==> config.mk <==
export PLATFORM = sky130hd
export DESIGN_NAME = core_ldst_mult_seq
export DESIGN_NICKNAME = d
export VERILOG_FILES = /design/src/rtl/core_ldst_mult_seq_pkg.sv /design/src/rtl/core_ldst_mult_seq_pe.sv /design/src/rtl/core_ldst_mult_seq.sv
export SDC_FILE = /design/constraint.sdc
export NUM_CORES = 1
export LEC_CHECK = 0
export BUFFER_PORTS_ARGS = -buffer_cell sky130_fd_sc_hd__buf_4
export CORE_ASPECT_RATIO = 0.7
export CORE_UTILIZATION = 45
export DETAILED_ROUTE_END_ITERATION = 10
export GPL_TIMING_DRIVEN = 0
export PLACE_DENSITY = 0.76
export SYNTH_ARGS = -nofsm -noshare
export SYNTH_HDL_FRONTEND = slang
export SYNTH_SLANG_ARGS = --single-unit
==> constraint.sdc <==
create_clock -name clk -period 9.8 [get_ports clk]
set_clock_uncertainty 0.15 [all_clocks]
set_input_delay 2.94 -clock clk [delete_from_list [all_inputs] [get_ports clk]]
set_output_delay 2.94 -clock clk [all_outputs]
set_load 0.005 [all_outputs]
==> src/rtl/core_ldst_mult_seq_pkg.sv <==
// Shared types for the LDM/STM block-transfer sequencer.
package core_ldst_mult_seq_pkg;
  typedef logic [3:0]  reg_num;
  typedef logic [31:0] word;
  typedef logic [1:0]  ldst_mult_state;

  localparam ldst_mult_state ST_IDLE = 2'd0;
  localparam ldst_mult_state ST_XFER = 2'd1;
  localparam ldst_mult_state ST_FIN  = 2'd2;

  function automatic logic [4:0] popcount16(input logic [15:0] v);
    logic [4:0] c;
    c = '0;
    for (int i = 0; i < 16; i++) c = c + {4'd0, v[i]};
    return c;
  endfunction
endpackage

==> src/rtl/core_ldst_mult_seq_pe.sv <==
// Lowest-set-bit priority encoder over a 16-bit register list.
module core_ldst_mult_pe
  import core_ldst_mult_seq_pkg::*;
(
  input  logic [15:0] vec,
  output reg_num      idx,
  output logic        valid
);
  always_comb begin
    idx   = '0;
    valid = 1'b0;
    // Descending scan so the lowest set bit is the last one written.
    for (int i = 15; i >= 0; i--) begin
      if (vec[i]) begin
        idx   = reg_num'(i);
        valid = 1'b1;
      end
    end
  end
endmodule

==> src/rtl/core_ldst_mult_seq.sv <==
// LDM/STM sequencer: one word transfer per listed register, then base writeback.
module core_ldst_mult_seq
  import core_ldst_mult_seq_pkg::*;
#(
  parameter int FAULT_WB = 0
) (
  input  logic        clk,
  input  logic        rst,
  input  logic        start,
  input  logic [15:0] list,
  input  logic        up,
  input  logic        pre,
  input  logic        load,
  input  logic        writeback,
  input  logic [3:0]  base_reg,
  input  logic [31:0] base,
  output logic        ready,
  output logic        mem_req,
  output logic [31:0] mem_addr,
  output logic        mem_write,
  input  logic        mem_ready,
  input  logic        mem_fault,
  output logic [3:0]  xfer_reg,
  output logic        load_wr,
  output logic        base_wr,
  output logic [31:0] base_wr_value,
  output logic        done,
  output logic        fault,
  output logic        pc_loaded
);
  ldst_mult_state state_q, state_d;
  logic [15:0] rem_q, rem_d, list_q, list_d;
  word         addr_q, addr_d, final_q, final_d;
  logic        load_q, load_d, wb_q, wb_d, fault_q, fault_d, pc_q, pc_d;
  reg_num      base_reg_q, base_reg_d;

  reg_num pe_idx;
  logic   pe_vld;
  core_ldst_mult_pe u_pe (.vec(rem_q), .idx(pe_idx), .valid(pe_vld));

  word        base_al, offs;
  logic [4:0] n;
  assign base_al = base & ~32'h3;
  assign n       = popcount16(list);
  assign offs    = {25'd0, n, 2'b00};

  always_comb begin
    state_d    = state_q;
    rem_d      = rem_q;
    list_d     = list_q;
    addr_d     = addr_q;
    final_d    = final_q;
    load_d     = load_q;
    wb_d       = wb_q;
    base_reg_d = base_reg_q;
    fault_d    = fault_q;
    pc_d       = pc_q;
    case (state_q)
      ST_IDLE: if (start) begin
        rem_d      = list;
        list_d     = list;
        load_d     = load;
        wb_d       = writeback;
        base_reg_d = base_reg;
        fault_d    = 1'b0;
        pc_d       = 1'b0;
        case ({up, pre})
          2'b10:   addr_d = base_al;
          2'b11:   addr_d = base_al + 32'd4;
          2'b00:   addr_d = base_al - offs + 32'd4;
          default: addr_d = base_al - offs;
        endcase
        final_d = up ? base_al + offs : base_al - offs;
        state_d = (n != 5'd0) ? ST_XFER : ST_FIN;
      end
      ST_XFER: if (mem_ready) begin
        if (mem_fault) begin
          fault_d = 1'b1;
          rem_d   = '0;
          state_d = ST_FIN;
        end else begin
          // Clear the lowest set bit: the register just transferred.
          rem_d  = rem_q & (rem_q - 16'd1);
          addr_d = addr_q + 32'd4;
          if (load_q && pe_idx == 4'd15) pc_d = 1'b1;
          if (rem_d == 16'd0) state_d = ST_FIN;
        end
      end
      ST_FIN:  state_d = ST_IDLE;
      default: state_d = ST_IDLE;
    endcase
  end

  always_ff @(posedge clk or posedge rst) begin
    if (rst) begin
      state_q    <= ST_IDLE;
      rem_q      <= '0;
      list_q     <= '0;
      addr_q     <= '0;
      final_q    <= '0;
      load_q     <= 1'b0;
      wb_q       <= 1'b0;
      base_reg_q <= '0;
      fault_q    <= 1'b0;
      pc_q       <= 1'b0;
    end else begin
      state_q    <= state_d;
      rem_q      <= rem_d;
      list_q     <= list_d;
      addr_q     <= addr_d;
      final_q    <= final_d;
      load_q     <= load_d;
      wb_q       <= wb_d;
      base_reg_q <= base_reg_d;
      fault_q    <= fault_d;
      pc_q       <= pc_d;
    end
  end

  logic in_xfer, in_fin;
  assign in_xfer = (state_q == ST_XFER) & pe_vld;
  assign in_fin  = (state_q == ST_FIN);

  assign ready     = (state_q == ST_IDLE);
  assign mem_req   = in_xfer;
  assign mem_addr  = in_xfer ? addr_q : '0;
  assign mem_write = in_xfer & ~load_q;
  assign xfer_reg  = in_xfer ? pe_idx : '0;
  assign load_wr   = in_xfer & mem_ready & load_q & ~mem_fault;

  // A base register that was itself loaded wins over writeback.
  assign base_wr = in_fin & wb_q & ~(load_q & list_q[base_reg_q])
                 & (~fault_q | (FAULT_WB != 0));
  assign base_wr_value = in_fin ? final_q : '0;
  assign done      = in_fin;
  assign fault     = in_fin & fault_q;
  assign pc_loaded = in_fin & pc_q;
endmodule

Yosys cells after proc, flatten, opt, wreduce, memory -nomap -nowiden

Index checks and enable logic that the tools add are counted.

Reductions and logical operators: 12
Bitwise gates (word level): 16
Add/sub/neg operators: 21
Muxes and demuxes: 61
Eq/ne operators: 11
$lt $le $gt $ge: 1

Operator list:

| operator              | count |
|---|---|
| $mux 32               | 6 |
| $add 32x3->32 const B | 3 |
| $pmux 32 s3           | 1 |
| $mux 4                | 17 |
| $pmux 32 s2           | 1 |
| $add 5x1->5           | 11 |
| $mux 16               | 3 |
| $add 32x7->32         | 1 |
| $pmux 16 s2           | 1 |
| $sub 32x7->32         | 1 |
| $mux 1                | 23 |
| $and 16x16->16        | 1 |
| $logic_not 16->1      | 1 |
| $sub 16x1->16 const B | 1 |
| $and 1x1->1           | 11 |
| $mux 2                | 5 |
| $ne 2x2->1 const B    | 5 |
| $reduce_and 4->1      | 2 |
| $eq 2x2->1 const B    | 3 |
| $reduce_and 3->1      | 2 |
| $add 4x1->5           | 1 |
| $lt 4x5->1 const B    | 1 |
| $reduce_and 5->1      | 1 |
| $reduce_bool 5->1     | 1 |
| other kinds (14)      | 19 |

Output and inout port bits: 76
Bits in registers: 106
Bits of input ports: 61
Logic and storage cells: 132

Longest topological paths before layout

Word-level depth: 22
Depth in mapped cells: 25
Mapped depth without buffers: 24

Modules after synthesis

A second synthesis with hierarchy kept.

Cells, all modules: 1335
Area total of the unflattened synthesis: 9830.7 um^2

Modules (own cells, without submodules):

| module             | area each (um^2) | times used | sequential area each (um^2) | cells each |
|---|---|---|---|---|
| core_ldst_mult_seq | 9651.8           | 1          | 2552.4                      | 1302 |
| core_ldst_mult_pe  | 178.9            | 1          | 0.0                         | 33 |

Worst setup path after synthesis

Ideal clock, no wire load.

Kind: in2reg
Start point: input list[5]
End point: register addr_q[31]
Path buffers: 1
Setup time: 69 ps
Slack: 561 ps
Arrival: 9020 ps
Cell stages on the path: 23
Required time: 9581 ps
Path through: inv_1 > fa_1 > inv_1 > fa_1 > inv_1 > fa_1 > fa_1 > inv_1 > ha_1 > a21o_1 > a21oi_1 > xnor2_1 > ha_1 > clkbuf_1 > or4b_1 > a311o_1 > o211ai_1 > o221ai_1 > or4b_1 > nor4_4 > inv_2 > or4_1 > nand3_1

Longest elaborated chain between the ends: 16

RTL lines:

| element                     | RTL line                                           | source |
|---|---|---|
| start, declared             | core_ldst_mult_seq.sv:10                           | `input logic [15:0] list,` |
| $add 5x1->5 * (11 in a row) | core_ldst_mult_seq_pkg.sv:14                       | `for (int i = 0; i < 16; i++) c = c + {4'd0, v[i]};` |
| $sub 32x7->32 *             | core_ldst_mult_seq.sv:70, core_ldst_mult_seq.sv:71 |  |
| $add 32x3->32               | core_ldst_mult_seq.sv:70                           | `2'b00: addr_d = base_al - offs + 32'd4;` |
| $pmux 32 s3 *               | core_ldst_mult_seq.sv:67                           | `case ({up, pre})` |
| $mux 32 *                   | core_ldst_mult_seq.sv:59                           | `ST_IDLE: if (start) begin` |
| $pmux 32 s2 *               | core_ldst_mult_seq.sv:58                           | `case (state_q)` |
| end signal, assigned        | core_ldst_mult_seq.sv:110                          | `addr_q <= addr_d;` |
| end, declared               | core_ldst_mult_seq.sv:33                           | `word addr_q, addr_d, final_q, final_d;` |

Every way passes the cells marked *; elsewhere a longest branch is shown, timed or not. The select of a mux whose other input is x is not followed.
A chain may end at the register's enable or synchronous reset.

Worst setup path in the final report

Start point: input list[5]
End point: register addr_q[24]

Same word-level chain as after synthesis.

==> key figures <==
Run status
  – Status: completed

Setup path
  – Crit path arrival time: 9670 ps
  – Critical setup path kind: in -> reg
  – Worst r2r dst: addr_q[18]
  – Type of element capturing the critical path: register
  – CP startpoint: list[5]
  – Launch point of the worst reg-to-reg path: state_q[0]
  – Crit Path Max Fanout: 9
  – R2R Setup Slk: 6310 ps
  – CP required: 9900 ps
  – Startpoint Class: primary input
  – Reg2Reg Depth: 8

Synth
  – EDFF count, synth: 0
  – Mapped Area: 9360 um^2
  – Register area share after synthesis: 27.3%
  – Gate Count Post-Synth: 1253
  – Async SR Flop Fraction: 100%
  – Synth cell types: 79
  – Main flop type after synthesis: dfrtp_1
  – Synthesized area per cell: 7.47 um^2
  – Seq cells post-synth: 102
  – YS warnings: 0

Finish
  – Final instance count without filler cells: 1661
  – Final instance area: 11100 um^2
  – Ant diodes: 0
  – NumNets Final: 1480
  – Area Overhead vs Synth: 18.6%
  – Layout cells sized above 1: 13.2%
  – Area taken by flip-flops and latches: 2550 um^2
  – Multi-input logic area: 6390 um^2
  – Fillers: 1903

Timing
  – Slew of the pin with the lowest slew margin: 1130 ps
  – Worst hold margin: 332 ps
  – Final setup TNS: 0 ps
  – Max Freq: 105 MHz
  – Slew headroom: 24.5%
  – Tmin final: 9560 ps
  – Hold Fails Final Rpt: 0
  – Final slew viol count: 0
  – Setup violators final: 0
  – Period utilization: 97.6%

Global routing
  – First-pass GRT wire length: 54.0 mm
  – Antenna violations before repair: 0
  – Tot GR Track Use: 33.6%
  – Grt total ovfl: 0
  – Number of global-route vias before repair: 8957
  – Largest net degree at the start of global routing: 58

Power
  – Tot Pwr: 3.03 mW
  – P per Cell Area: 273 nW/um^2
  – Peak VDD IR: 0.158 mV
  – Leak: 4.67 nW

Clock network
  – CTS sink count: 102
  – Clock Tree Root: clkbuf_16
  – Hold buffers post-CTS: 0
  – H-tree Lvls: 3
  – Worst-skew pair later-pin latency: 370 ps
  – CTS tree: done
  – Clk buf depth: 2
  – CTS Buf Count: 9
  – Clk slew on worst S/H paths: 80 ps

Placement
  – PortBufs: 115
  – Final HPWL DP: 28.3 mm
  – Post-DP Area: 10600 um^2
  – Post-placement cell count: 1642
  – Gpl congestion: 0.995

Flow run
  – Max Cap Violations: 0

Routing
  – Post-route ant nets: 0
  – Vias/cell: 6.18
  – DR vias: 10300
  – Starting DRT DRC Count: 1384
  – Drt drc: 0
  – DRT Wirelength: 36.5 mm
  – WL/cell: 22.0 um
  – DR pass1 iterations: 6

Floorplan
  – Row cnt: 43
  – Die Y-Extent: 123 um
  – Ports: 137
  – Die area: 21400 um^2
  – Die W: 174 um
  – Total core area: 20100 um^2
  – Starting Density: 46.6%

Hold path
  – Worst hold path type: reg -> reg
  – Hold EP: final_q[30]
  – Hold path depth: 2
  – Origin of the worst min-delay path: final_q[30]
how the worst max path moves through the flow:
stage | to | slack (ps) | cells past startpoint
after floorplan | addr_q[31] | 560 | 23
after global placement | addr_q[24] | -940 | 22
after detailed placement | addr_q[24] | -920 | 24
after CTS | addr_q[31] | 60 | 23
after global routing | addr_q[21] | -7 | 24
final | addr_q[24] | 240 | 24
metrics by stage:
step           util [%]  setup WS (ps)
2_1_floorplan         -            561
3_3_place_gp       52.7           -945
4_1_cts            54.5           57.1
3_5_place_dp       52.8           -921
6_report           55.3            236
5_1_grt            55.3          -6.86
synthesized netlist by cell type, drive strengths merged (11+ instances only):
cell type / instances / area, um^2
nand2: 168 / 631
dfrtp: 102 / 2550
o21ai: 102 / 510
nor2: 98 / 368
a21oi: 91 / 455
clkbuf: 74 / 278
and2: 63 / 394
inv: 58 / 218
xnor2: 50 / 438
nor3: 47 / 245
xor2: 38 / 333
nand3: 35 / 175
nor4: 22 / 153
ha: 21 / 263
and3: 18 / 113
buf: 16 / 87.6
nand4: 15 / 93.8
o22ai: 13 / 81.3
a21o: 12 / 90.1
a31oi: 12 / 75.1
fa: 12 / 240
a211oi: 11 / 82.6
nor2b: 11 / 68.8
or3: 11 / 73.8
or4: 11 / 86.3
what timing repair did:
item                       CTS  global route
setup buffers                0             3
resized for setup            7            23
pin swaps                    0             3
setup endpoints to repair   14            16
power breakdown:
| group | total [mW] | switching (mW) | internal (mW) |
|---|---|---|---|
| registers | 0.812 | 0.195 | 0.618 |
| logic | 1.83 | 1.12 | 0.707 |
| clock network | 0.385 | 0.200 | 0.185 |
| total | 3.03 | 1.52 | 1.51 |
registers in the layout (all words and copies together) (netlist names):
| register | cells |
|---|---|
| final_q | 30 |
| state_q | 2 |
| addr_q | 30 |
| rem_q | 16 |
| pc_q | 1 |
| load_q | 1 |
| wb_q | 1 |
| base_reg_q | 4 |
| fault_q | 1 |
| list_q | 16 |
metal layers:
metal | vias up | global-route usage, % | wire, um
met5 | - | 0 | 0
met4 | 0 | 8.22 | 613
met3 | 50 | 11.7 | 4980
met2 | 647 | 44.4 | 14100
met1 | 4873 | 50.8 | 16800
li1 | 4700 | - | -
layout make-up:
| cell class | count | area share, % |
|---|---|---|
| repair buffers | 119 | 8.23 |
| multi-input cells | 1005 | 57.6 |
| well taps | 270 | 3.04 |
| inverters | 59 | 2.02 |
| clock buffers | 9 | 2.03 |
| clock inverters | 7 | 0.755 |
| plain buffers | 90 | 3.30 |
| flip-flops and latches | 102 | 23.0 |
cell families (layout without fill, tap and decap cells):
kind of cell	Yosys count	count (layout)	share of synthesized area (%)
compound gates	340	340	23.0
xor+xnor	88	88	8.23
fa+ha+maj	34	34	5.48
buf+inv	149	284	6.27
flops	102	102	27.3
mux	9	9	1.63
other cells	1	4	0.0401
simple gates	530	530	28.1
placed cells by master (no fill, tap or decap), types with 6 or more instances in the layout:
master and count:
nor2_1 98, a31oi_1 12, fa_1 11, a211oi_1 9
ha_1 21, xor2_1 37, xnor2_1 49, clkbuf_16 9
nand3_1 34, and2_1 63, o22ai_1 13, nor2b_1 11
a22o_1 9, a22oi_1 6, dfrtp_1 102, buf_1 7
nand4_1 15, buf_4 122, a21o_1 12, nor4_1 17
a21oi_1 91, or3_1 10, or4_1 10, nor3_1 45
o31ai_1 6, clkbuf_1 73, or2_2 6, inv_1 56
o21ai_0 99, nand2b_1 9, and3_1 18, nand2_1 167
critical path, stage by stage:
cell and delay (ps):
buf_4 120, inv_1 70, fa_1 530, inv_1 50
fa_1 360, inv_1 90, fa_1 440, fa_1 600
inv_1 60, ha_1 280, a21o_1 170, a21oi_1 160
xnor2_1 220, ha_1 290, clkbuf_1 220, nor2b_1 260
a2111oi_1 860, mux2i_1 270, o41ai_4 370, o21a_1 180
nand4_1 180, or3_1 380, a221o_1 340, a31o_1 220
Power figures use the tool's default switching activity.
